[config.mk]
export PLATFORM = sky130hd
export DESIGN_NAME = srl16_fifo_ctrl
export DESIGN_NICKNAME = d
export VERILOG_FILES = /design/src/rtl/srl16_fifo_ctrl.sv
export SDC_FILE = /design/constraint.sdc
export NUM_CORES = 1
export LEC_CHECK = 0
export BUFFER_PORTS_ARGS = -buffer_cell sky130_fd_sc_hd__buf_2
export CAP_MARGIN = 20
export CELL_PAD_IN_SITES_DETAIL_PLACEMENT = 1
export CELL_PAD_IN_SITES_GLOBAL_PLACEMENT = 1
export CORE_MARGIN = 2
export CORE_UTILIZATION = 33
export DETAILED_ROUTE_END_ITERATION = 10
export GPL_ROUTABILITY_DRIVEN = 1
export PLACE_DENSITY_LB_ADDON = 0.1
export SYNTH_ARGS = -nofsm -noshare
export SYNTH_HDL_FRONTEND = slang
export SYNTH_SLANG_ARGS = --single-unit
[constraint.sdc]
create_clock -name CLK -period 2.5 [get_ports CLK]
set_clock_uncertainty 0.2 [all_clocks]
set_input_delay 0.25 -clock CLK [delete_from_list [all_inputs] [get_ports CLK]]
set_output_delay 0.25 -clock CLK [all_outputs]
set_load 0.03 [all_outputs]
[src/rtl/srl16_fifo_ctrl.sv]
// Occupancy-counter controller for a first-word-fall-through FIFO whose storage is
// an external SRL16-style addressable shift-register column.
module srl16_fifo_ctrl #(
    parameter int unsigned DEPTH    = 16,
    parameter int unsigned AF_LEVEL = 14,
    parameter int unsigned AE_LEVEL = 2
) (
    input  logic       CLK,
    input  logic       RST_N,
    input  logic       WR_EN,
    input  logic       RD_EN,
    output logic       SRL_CE,
    output logic [3:0] SRL_A,
    output logic [4:0] COUNT,
    output logic       FULL,
    output logic       EMPTY,
    output logic       ALMOST_FULL,
    output logic       ALMOST_EMPTY,
    output logic       OVERFLOW,
    output logic       UNDERFLOW
);

    localparam int unsigned CW = 5;
    localparam int unsigned AW = 4;

    logic [CW-1:0] r_count;
    logic          r_overflow;
    logic          r_underflow;

    logic          w_full;
    logic          w_empty;
    logic          w_push_ok;
    logic          w_pop_ok;
    logic [CW-1:0] w_count_nxt;

    // Status is decoded from the count register alone so it never glitches with requests
    assign w_full    = (r_count == CW'(DEPTH));
    assign w_empty   = (r_count == CW'(0));
    assign w_push_ok = WR_EN & ~w_full;
    assign w_pop_ok  = RD_EN & ~w_empty;

    // Push+pop leaves occupancy unchanged; the shift moves the oldest entry up one tap
    always_comb begin
        w_count_nxt = r_count;
        case ({w_push_ok, w_pop_ok})
            2'b10:   w_count_nxt = r_count + CW'(1);
            2'b01:   w_count_nxt = r_count - CW'(1);
            default: w_count_nxt = r_count;
        endcase
    end

    always_ff @(posedge CLK or negedge RST_N) begin
        if (!RST_N) begin
            r_count     <= '0;
            r_overflow  <= 1'b0;
            r_underflow <= 1'b0;
        end else begin
            r_count     <= w_count_nxt;
            r_overflow  <= WR_EN & w_full;
            r_underflow <= RD_EN & w_empty;
        end
    end

    // Shift enable is combinational so the SRL shifts on the edge that accepts the push
    assign SRL_CE       = w_push_ok & RST_N;
    assign SRL_A        = w_empty ? AW'(0) : AW'(r_count - CW'(1));
    assign COUNT        = r_count;
    assign FULL         = w_full;
    assign EMPTY        = w_empty;
    assign ALMOST_FULL  = (r_count >= CW'(AF_LEVEL));
    assign ALMOST_EMPTY = (r_count <= CW'(AE_LEVEL));
    assign OVERFLOW     = r_overflow;
    assign UNDERFLOW    = r_underflow;

endmodule

==> impl_results.md <==
- Pins Over Slew Limit: 0
- WP data required: 2470 ps
- GPL Wtd Cong: 0.804
- Flops & latches, synth: 7
- Crit Path Category: reg2reg
- Multi-input logic area: 304 um2
- Total grt overflow: 0
- DP HPWL: 1080 um
- Synth Instances: 50
- Row cnt: 14
- HP Class: in2reg
- Global-route wire length before repair: approximately 2200 um
- Commonest non-fill, non-tap cell in the layout: buf_2
- Min-delay src: RD_EN
- R2R depth: 8
- Pin count of the biggest net entering global routing: 10
- CTS tree: built
- Clk root buf: clkbuf_4
- Ratio of cells with drive above 1 in the final layout: 0.423
- Flop2flop setup slack: ~180 ps
- Status: completed
- Tightest Pin Transition: 325 ps
- # nets final: 88
- Die Area: ~1900 um2
- CTS buffer count: 3
- Hold endpoint: UNDERFLOW
- Sequential cell area: between 150 and 200 um2
- I/O pins: 20
- Initial antenna violation count: 0
- Register area share after synthesis: 0.347
- Final setup vio count: 0
- Post-Syn Nets: 59
- Clock sink count: 7
- Die W: 43.1 um
- Reg-to-reg critical path startpoint: COUNT[0]
- Clock buffer depth: 2
- Drc violations: 0
- Chip height: roughly 43 um
- Reg2reg end: COUNT[3]
- DR vias/cell: ~5
- Most frequent cells in the layout: buf_2 (19), nor2_1 (7), buf_4 (6)
- Slew headroom: 0.783
- Crit. End Element: flop
- CP Data Arrival Time: ~2300 ps
- Final period util: 0.928
- Max FO, Critical Path: 6
- Number of port buffers: 19
- CTS clk-pin slew, worst paths: about 60 ps
- Setup_tns: 0 ps
- Endpoints failing hold: 0
- Worst-Skew Late Latency: about 250 ps
- Max frequency: 0.431 GHz
- Mapped cell area: just over 500 um2
- Core area: 1470 um2
- Max Cap Violations: 0
- Hold Path Stages: 2
- RSZ-0062 raised after global routing: no
- DR vias: 470
- Post-Route WL: 1360 um
- Detailed Routing Iterations Pass 1: 2
- Number of global-route vias before repair: 494
- Post-layout min period: approximately 2300 ps
- Area delta synth->final: 36.4%
- Mean Syn Cell Area: 10.1 um2
- Syn. warnings: 0
- Number of routed nets with antenna violations: 0
- N_diodes: 0
- Drt first-iter violations: 2
- Library cells used by synthesis: 21
- Average wire per standard cell: about 14 um
- Initial Util: 0.344
- GRT Total Usage: 0.166
- Startpoint types: flop
- Fill cells: approximately 180
- H-tree Lvls: 1
-- cell type report --
| class | count | area share |
|---|---|---|
| clock buffer | 4 | 0.0381 |
| inverter | 3 | 0.0163 |
| multi-input combinational | 38 | 0.441 |
| sequential | 7 | 0.258 |
| tap | 16 | 0.0290 |
| timing repair buffer | 26 | 0.218 |
-- kinds of logic after synthesis --
kind of cell	Yosys count	synth area share
AOI/OAI and AO/OA	5	0.0644
xor gates and xnor gates	7	0.121
adders and majority gates	5	0.124
buffers and inverters	5	0.0520
DFF	7	0.347
muxes	1	0.0198
and+or+nand+nor	20	0.272
-- per-stage QoR --
stage,hold slack (ps),utilization,area [um2],worst slack (ps),cells
after floorplan,-246,-,508,21.7,50
after global placement,-96.7,0.434,638,223,87
after detailed placement,-97.5,0.434,638,122,87
after CTS,30.6,0.458,674,112,92
after global routing,22.1,0.469,689,13.3,94
final,36.1,0.469,689,180,94
-- critical path: stages (launching register included) --
cell	delay, ps
dfrtp_2	360
inv_1	70
ha_1	210
nor4b_4	150
nor2b_1	170
ha_1	310
or4b_1	480
a21oi_2	140
xor2_1	150
-- synth_stat cells, drive strengths merged --
cell,instances,area share
inv,3,0.022
buf,2,0.030
mux2i,1,0.020
xor2,3,0.052
ha,5,0.12
or4b,1,0.020
nand4bb,2,0.045
xnor2,4,0.069
dfrtp,7,0.35
nand2,2,0.015
nand4b,2,0.035
nor3,1,0.0099
and2,2,0.025
nor4b,1,0.047
nor2,7,0.052
a21oi,2,0.027
nor2b,1,0.012
and3,1,0.012
o21ai,2,0.020
a31o,1,0.017
-- per-layer routing --
| metal | track usage | vias up | routed length [um] |
|---|---|---|---|
| met1 | 0.180 | 227 | 565 |
| met5 | 0 | - | 0 |
| met2 | 0.290 | 16 | 695 |
| met4 | 0.0909 | 0 | 17 |
| met3 | 0.0426 | 2 | 80 |
| li1 | - | 225 | - |
-- registers in the layout, summed over array words and instances (netlist names) --
name	count
COUNT	5
UNDERFLOW	1
OVERFLOW	1
-- worst max-delay path by stage --
stage,start,end,cells after the start
3_5_place_dp,COUNT[1],COUNT[4],8
4_1_cts,COUNT[0],COUNT[4],8
6_report,COUNT[0],COUNT[3],8
5_1_grt,COUNT[1],COUNT[3],8
3_3_place_gp,COUNT[1],COUNT[4],8
2_1_floorplan,COUNT[0],COUNT[3],8
-- timing repair --
action | 4_1_cts | 5_1_grt
hold buffers | 1 | 0
hold endpoints to repair | 7 | 0
resized for setup | 0 | 0
setup buffers | 0 | 2
setup endpoints to repair | 0 | 1
Power is left out: the tool's default activity adds up to more than one toggle a clock period on the data nets, which glitch-free logic cannot reach.
